### config.mk
export PLATFORM = sky130hd
export DESIGN_NAME = ascii_hex_parser
export DESIGN_NICKNAME = d
export VERILOG_FILES = /design/src/rtl/ascii_hex_parser.sv
export SDC_FILE = /design/constraint.sdc
export NUM_CORES = 1
export LEC_CHECK = 0
export ABC_AREA = 1
export BUFFER_PORTS_ARGS = -buffer_cell sky130_fd_sc_hd__buf_2
export CORE_ASPECT_RATIO = 0.5
export CORE_MARGIN = 2
export CORE_UTILIZATION = 52
export DETAILED_ROUTE_END_ITERATION = 8
export PLACE_DENSITY = 0.87
export SYNTH_ARGS = -nofsm -noshare
export SYNTH_HDL_FRONTEND = slang
export SYNTH_SLANG_ARGS = --single-unit
### constraint.sdc
create_clock -name clk -period 1.58 [get_ports clk]
set_clock_uncertainty 0.2 [all_clocks]
set_input_delay 0 -clock clk [delete_from_list [all_inputs] [get_ports clk]]
set_output_delay 0 -clock clk [all_outputs]
set_load 0.05 [all_outputs]
### src/rtl/ascii_hex_parser.sv
// Streaming ASCII hex tokenizer: whitespace-delimited hex digits in, binary words out.
// One character per in_valid/in_ready handshake; one word per out_valid/out_ready handshake.
module ascii_hex_parser #(
   parameter int DIGITS = 8
) (
   input  logic                         clk,
   input  logic                         reset_n,
   input  logic [7:0]                   in_char,
   input  logic                         in_valid,
   output logic                         in_ready,
   output logic [4*DIGITS-1:0]          out_word,
   output logic [$clog2(DIGITS+1)-1:0]  out_count,
   output logic                         out_err,
   output logic                         out_valid,
   input  logic                         out_ready
);

   localparam int W  = 4 * DIGITS;
   localparam int CW = $clog2(DIGITS + 1);

   typedef enum logic [1:0] {S_IDLE, S_ACCUM, S_EMIT} state_t;

   state_t          state_q, state_d;
   logic [W-1:0]    acc_q, acc_d;
   logic [CW-1:0]   cnt_q, cnt_d;
   logic            err_q, err_d;
   logic [W-1:0]    word_q, word_d;
   logic [CW-1:0]   count_q, count_d;
   logic            oerr_q, oerr_d;

   logic            is_hex, is_delim, take, cnt_full;
   logic [3:0]      hex_val;

   always_comb begin
      is_hex   = 1'b0;
      hex_val  = in_char[3:0];
      is_delim = (in_char == 8'h20) || (in_char == 8'h09) ||
                 (in_char == 8'h0A) || (in_char == 8'h0D);
      if (in_char >= 8'h30 && in_char <= 8'h39) begin
         is_hex = 1'b1;
      end else if ((in_char >= 8'h41 && in_char <= 8'h46) ||
                   (in_char >= 8'h61 && in_char <= 8'h66)) begin
         // 'A'/'a' have low nibble 1, so +9 maps them onto 10..15
         is_hex  = 1'b1;
         hex_val = in_char[3:0] + 4'd9;
      end
   end

   assign in_ready  = (state_q != S_EMIT);
   assign out_valid = (state_q == S_EMIT);
   assign out_word  = word_q;
   assign out_count = count_q;
   assign out_err   = oerr_q;
   assign take      = in_valid && in_ready;
   assign cnt_full  = (cnt_q == CW'(DIGITS));

   always_comb begin
      state_d = state_q;
      acc_d   = acc_q;
      cnt_d   = cnt_q;
      err_d   = err_q;
      word_d  = word_q;
      count_d = count_q;
      oerr_d  = oerr_q;
      case (state_q)
         S_IDLE: begin
            if (take) begin
               if (is_hex) begin
                  acc_d   = W'(hex_val);
                  cnt_d   = CW'(1);
                  err_d   = 1'b0;
                  state_d = S_ACCUM;
               end else if (!is_delim) begin
                  acc_d   = '0;
                  cnt_d   = '0;
                  err_d   = 1'b1;
                  word_d  = '0;
                  count_d = '0;
                  oerr_d  = 1'b1;
                  state_d = S_EMIT;
               end
            end
         end
         S_ACCUM: begin
            if (take) begin
               if (is_hex) begin
                  // overflow keeps the most recent DIGITS digits
                  acc_d = {acc_q[W-5:0], hex_val};
                  cnt_d = cnt_full ? cnt_q : cnt_q + CW'(1);
                  err_d = err_q | cnt_full;
               end else begin
                  err_d   = err_q | ~is_delim;
                  word_d  = acc_q;
                  count_d = cnt_q;
                  oerr_d  = err_q | ~is_delim;
                  state_d = S_EMIT;
               end
            end
         end
         S_EMIT: begin
            if (out_ready) state_d = S_IDLE;
         end
         default: state_d = S_IDLE;
      endcase
   end

   always_ff @(posedge clk or negedge reset_n) begin
      if (!reset_n) begin
         state_q <= S_IDLE;
         acc_q   <= '0;
         cnt_q   <= '0;
         err_q   <= 1'b0;
         word_q  <= '0;
         count_q <= '0;
         oerr_q  <= 1'b0;
      end else begin
         state_q <= state_d;
         acc_q   <= acc_d;
         cnt_q   <= cnt_d;
         err_q   <= err_d;
         word_q  <= word_d;
         count_q <= count_d;
         oerr_q  <= oerr_d;
      end
   end

endmodule

==> results of run 1 <==
==> worst min-delay path by stage <==
stage                          start  slack, ns        to  depth (start not counted)
after global routing      in_char[2]       0.07  acc_q[2]                          7
after floorplan              reset_n      -0.50  acc_q[0]                          0
after global placement       reset_n      -0.22  cnt_q[1]                          1
final                     in_char[2]       0.01  acc_q[2]                          7
after detailed placement     reset_n      -0.22  cnt_q[1]                          1
after CTS                 in_char[2]      0.007  acc_q[2]                          7
==> final cells by class <==
class,count,share of cell area
timing repair buffer,87,0.145
clock inverter,7,0.0150
clock buffer,9,0.0457
tap,96,0.0244
sequential,76,0.386
multi-input combinational,340,0.345
inverter,51,0.0388
==> metrics by stage <==
| step | TNS (ns) | instance area, µm² |
|---|---|---|
| detailed placement | -8.94 | 4300 |
| CTS | 0 | 4680 |
| finish | -0.0205 | 4930 |
| global route | -1.35 | 4930 |
| global placement | -6.07 | 4300 |
| floorplan | -0.711 | 3870 |
==> registers in the layout, indices dropped and copies added, names as in the netlist <==
name / flops
out_word: 32
cnt_q: 4
out_count: 4
state_q: 2
out_err: 1
err_q: 1
acc_q: 32
==> critical path: cells and delay by family (launching register included) <==
kind	cells	cell delay, ns
buffers and inverters	3	0.35
DFF	1	0.44
and+or+nand+nor	5	0.53
==> cells in the mapped netlist (2+ instances only) <==
library cell and instances:
nand2_1 175, buf_4 3, nand3_1 74, clkbuf_1 9, nor2_1 45, nand4_1 4, nand3b_1 6, buf_6 10
dfrtp_1 76, buf_2 4, ha_1 6, inv_1 49, inv_2 2, nand3_2 2, nand2_2 13, nand2_4 3
==> kinds of logic (layout without fill, tap and decap cells) <==
family                   count (synthesis)  count (layout)
AND/OR/NAND/NOR                        326             328
buffers and inverters                   77             154
flip-flops                              76              76
adder cells (fa/ha/maj)                  6               6
AO/OA/AOI/OAI                            4               4
XOR/XNOR                                 2               2
==> repair_timing <==
| item | in CTS | in global routing |
|---|---|---|
| endpoints found under the setup margin | 35 | 69 |
| hold endpoints to repair | 90 | 0 |
| buffers inserted | 0 | 2 |
| pin swaps | 0 | 7 |
| hold buffers | 6 | 0 |
| cloned | 0 | 5 |
| resized for setup | 5 | 43 |
==> metal layers <==
metal,part of all wire,vias to the layer above,track usage,wire (µm)
li1,-,1672,-,-
met1,0.40,1737,0.319,4180
met2,0.47,197,0.372,4830
met3,0.099,37,0.0718,1020
met4,0.031,0,0.0728,320
met5,0,-,0,0
==> where the power goes <==
part	leakage (µW)	switching [µW]	internal [µW]	total, µW
Clock	0.000146	845	1230	2080
Sequential	0.00105	32.0	1980	2010
Combinational	0.00153	526	314	840
Total	0.00273	1400	3520	4930
==> run_results.csv, run 1 <==
group,metric,value,unit
layout,num-fill-cells,512,
sta,setup-violations-final,1,
status,violations,"setup timing",
synthesis,syn_area,3850,µm²
worst_setup_path,ff2ff_path_depth,8,
synthesis,ys_seq_elements,76,
global_routing,track_usage,0.237,
clock_tree,clk_latency,0.34,ns
worst_setup_path,crit_fanout,5,
worst_hold_path,hold_class,"in -> reg",
sta,tightest_slew,0.459,ns
sta,holdWs,0.0137,ns
synthesis,synth_top_area_share,0.493,
global_routing,grt_overflow,0,
route,drc,0,
global_routing,antenna_found_initial,0,
pwr,ir_drop,567,µV
route,dr.pass1.iters,5,
synthesis,yosys_warnings,0,
synthesis,syn_nets,509,
synthesis,ys_top_cells_by_area,"dfrtp_1, nand2_1, nand3_1",
synthesis,synth-compound-area-share,0.00584,
synthesis,synth_top_family_by_area,"simple AND/OR/NAND/NOR gates",
layout,layout_commonest_cell,"nand2_1",
worst_setup_path,max_stage_delay,0.44,ns
synthesis,synthSimpleGateAreaFrac,0.378,
die,ios,51,
global_routing,grt_pass1_vias,3189,
pwr,cellPowerDensity,999,nW/µm²
sta,layout_setup_ws,-0.0205,ns
clock_tree,htreeDepth,3,
placed_design,pre_cts_slack,-0.200,ns
layout,final_nets,583,
sta,fin_crit,1.60,ns
pwr,total_power,4930,µW
route,vias,3643,
clock_tree,clk_pin_slew,0.06,ns
synthesis,ys_types,26,
route,drt-total-wl,10.4,mm
synthesis,syn_inst,491,
placed_design,place_inst,637,
synthesis,syn_area_per_cell,7.85,µm²
die,die_width,126,µm
worst_setup_path,rrSetupSlack,-0.02,ns
sta,hold_viol,0,
sta,period_share,1.01,
die,core,7270,µm²
layout,mostFrequentLayoutCells,"nand2_1, dfrtp_1, nand3_1",
die,dieArea,8160,µm²
worst_setup_path,worstSetupEndpointType,"flop",
synthesis,synth-xor-area-share,0.00454,
die,die_height,64.9,µm
synthesis,ys.flop_type,"dfrtp_1",
layout,syn_to_final_growth,27.9,%
die,row_count,22,
clock_tree,cts_tree,"yes",
clock_tree,numCtsBuffers,9,
worst_setup_path,crit_chain,"inv_2, nand2_4, inv_2, nand2_4, nand2_2, clkbuf_16, nand3_1, nand2_1",
layout,drive_above_1_share,0.256,
global_routing,grt_start_max_net_pins,35,
global_routing,grt_pass1_wl,15.3,mm
job,max-cap-violations,0,
placed_design,gp_congestion,0.876,
synthesis,synthArstFlopShare,1.00,
sta,slew_viol_final,0,
clock_tree,numClockSinks,76,
worst_setup_path,worstReg2RegStart,"state_q[1]",
route,drtIter0Drc,405,
clock_tree,clk_path_buf_depth,2,
worst_setup_path,worst_path_max_delay_cell,"dfrtp_2",
route,drt-wirelength-per-cell,15.5,µm
layout,final_cells,666,
pwr,p_leak,0.00273,µW
sta,max-slew-margin-rel,0.694,
layout,multi_input_area,1700,µm²
worst_setup_path,arrival,1.67,ns
route,ant_nets,0,
layout,num_antenna_cells,0,
route,via_per_inst,5.47,
synthesis,yosys.area.top_type,"dfrtp_1",
worst_setup_path,crit_required,1.65,ns
worst_setup_path,crit_start,"state_q[1]",
worst_setup_path,crit_type,"reg -> reg",
die,initial_core_util,0.530,
layout,register_area,1900,µm²
synthesis,synthMuxAreaShare,0,
synthesis,synth_edf_count,0,
worst_setup_path,endpoint,"acc_q[25]",
worst_setup_path,start_kind,"flop",
placed_design,port-buffer-count,50,
sta,fmax,0.625,GHz
synthesis,seq_area_frac_synth,0.493,
worst_setup_path,rr_endpoint,"acc_q[25]",
sta,rsz0062_at_grt,"true",
status,status,"complete, but fails checks",
placed_design,dpl.hpwl,5.92,mm
layout,final_core_util,0.679,
synthesis,synth_fa_ha_area_frac,0.0195,
clock_tree,clockRootBuffer,"clkbuf_16",
(Power assumes the default switching activity.)
==> run 2: changes to the inputs <==
ABC_AREA = unset   (was 1)
CORE_UTILIZATION = 51   (was 52)
PLACE_DENSITY = 0.86   (was 0.87)
==> run_results.csv, run 2 <==
group,metric,value,unit
sta,setup-violations-final,76,
synthesis,syn_inst,319,
sta,fin_setup_tns,-15.92,ns
die,core,6780,µm²
clock_tree,htreeDepth,3,
global_routing,grt_start_max_net_pins,77,
clock_tree,clk_latency,0.34,ns
worst_setup_path,crit_required,1.60,ns
sta,max-slew-margin-rel,0.678,
worst_hold_path,hold_class,"in -> reg",
sta,layout_setup_ws,-0.299,ns
synthesis,yosys_warnings,0,
placed_design,gp_congestion,0.855,
die,initial_core_util,0.534,
layout,mostFrequentLayoutCells,"dfrtp_1, buf_2, buf_4",
job,max-cap-violations,0,
worst_setup_path,arrival,1.90,ns
synthesis,synthArstFlopShare,1.00,
route,met3_length,1.56,mm
placed_design,dpl.hpwl,6.04,mm
synthesis,synth.most_common_cell,"dfrtp_1",
route,dr_wl_met2,5.73,mm
clock_tree,cts_tree,"yes",
worst_setup_path,crit_start,"state_q[0]",
worst_setup_path,worstSetupEndpointType,"flop",
global_routing,antenna_found_initial,0,
layout,layout_commonest_cell,"dfrtp_1",
route,dr.pass1.iters,6,
route,drt-total-wl,12.8,mm
layout,syn_to_final_growth,48.9,%
die,dieArea,7820,µm²
worst_setup_path,start_kind,"flop",
die,ios,51,
layout,num-fill-cells,327,
pwr,cellPowerDensity,964,nW/µm²
worst_hold_path,whs_path_depth,4,
synthesis,seq_area_frac_synth,0.526,
layout,design_area,5390,µm²
synthesis,synthTopCellsByCount,"dfrtp_1, inv_1, nand2_1",
sta,fin_crit,1.88,ns
clock_tree,numCtsBuffers,9,
clock_tree,clockRootBuffer,"clkbuf_16",
route,wl_met1,4.59,mm
synthesis,synth_top_area_share,0.526,
sta,tightest_slew,0.482,ns
global_routing,grt_overflow,0,
worst_setup_path,crit_fanout,7,
placed_design,port-buffer-count,50,
synthesis,syn_area,3620,µm²
layout,final_nets,467,
clock_tree,numClockSinks,76,
synthesis,ys_seq_elements,76,
layout,num_antenna_cells,0,
route,vias,3477,
status,violations,"setup timing",
die,row_count,21,
route,dr.max_layer_used,"met4",
die,die_width,123,µm
synthesis,synth_edf_count,0,
sta,fmax,0.532,GHz
placed_design,place_area,4490,µm²
route,drtIter0Drc,430,
synthesis,ys_types,52,
synthesis,syn_nets,337,
worst_setup_path,endpoint,"acc_q[26]",
status,status,"complete, but fails checks",
clock_tree,clk_pin_slew,0.06,ns
sta,period_share,1.19,
worst_setup_path,crit_type,"reg -> reg",
worst_setup_path,worstReg2RegStart,"state_q[0]",
sta,rsz0062_at_grt,"true",
pwr,total_power,5190,µW
pwr,p_leak,0.00253,µW
sta,holdWs,0.0126,ns
synthesis,ys_top_cells_by_area,"dfrtp_1, mux2i_1, a22o_1",
route,drc,0,
global_routing,track_usage,0.335,
sta,slew_viol_final,0,
global_routing,grt_pass1_wl,19.1,mm
route,via_per_inst,6.37,
global_routing,grt_pass1_vias,3416,
worst_setup_path,ff2ff_path_depth,5,
die,die_height,63.6,µm
sta,hold_viol,0,
layout,final_core_util,0.795,
clock_tree,clk_path_buf_depth,2,
synthesis,yosys.area.top_type,"dfrtp_1",
worst_setup_path,rr_endpoint,"acc_q[26]",
pwr,ir_drop,539,µV
layout,drive_above_1_share,0.436,
synthesis,ys.flop_type,"dfrtp_1",
route,ant_nets,0,
synthesis,syn_area_per_cell,11.3,µm²
route,drt-wirelength-per-cell,23.4,µm
worst_setup_path,rrSetupSlack,-0.30,ns
[run 2: changes by cell type in the layout (fill, tap and decap cells not counted), sizes merged, moves of 6 or more]
cell,before,now
nand3b,7,1
nor2,46,6
mux2i,0,39
nand3,77,3
buf,78,128
a22o,0,28
nand2,193,44
[run 2: area by class of cell]
cell class	count	area, µm²	area share
flip-flops and latches	76	1900	0.353
multi-input cells	182	1710	0.318
repair buffers	133	1180	0.220
clock buffers	10	239	0.0444
inverters	47	185	0.0344
well taps	92	115	0.0214
clock inverters	6	47.5	0.00883
[run 2: layer usage]
metal | vias to the layer above | GRT usage
met5 | - | 0
met4 | 0 | 0.185
met3 | 122 | 0.109
met2 | 310 | 0.516
met1 | 1671 | 0.419
li1 | 1374 | -
[run 2: metrics by stage]
step / setup slack (ns) / std cells
4_1_cts: -0.185 / 540
3_3_place_gp: -0.419 / 497
5_1_grt: -0.323 / 546
6_report: -0.299 / 546
3_5_place_dp: -0.544 / 497
2_1_floorplan: -0.181 / 319
[run 2: cells by family after synthesis]
family,count (synthesis),synth area share
DFF,76,0.526
and+or+nand+nor,68,0.0899
muxes,41,0.114
buffers and inverters,63,0.0844
AOI/OAI and AO/OA,64,0.163
xor gates and xnor gates,1,0.00242
adders and majority gates,6,0.0208
[run 2: how the worst min path moves through the flow]
stage | start | end | slack [ns]
floorplan | reset_n | acc_q[0] | -0.50
global placement | reset_n | state_q[0] | -0.15
detailed placement | reset_n | acc_q[0] | -0.14
global route | in_char[3] | acc_q[3] | 0.03
finish | in_char[3] | acc_q[3] | 0.01
CTS | in_char[3] | acc_q[3] | 0.01
[run 2: critical path: stages (launching register included)]
cell	delay (ns)
dfrtp_1	0.43
a211o_1	0.35
nor2_4	0.17
buf_4	0.20
a21oi_2	0.15
a22o_1	0.25
[run 2: what timing repair did]
item / CTS / global route
cloned: 3 / 1
gates resized for setup: 55 / 11
endpoints found under the setup margin: 74 / 77
hold buffers: 4 / 0
pin swaps: 22 / 8
endpoints found under the hold margin: 81 / 0
buffers inserted: 20 / 5
[run 2: power breakdown]
group          leakage [µW]  switching (µW)  internal (µW)
registers           0.00104            69.9           2000
logic               0.00134             634            524
clock network      0.000139             851           1120
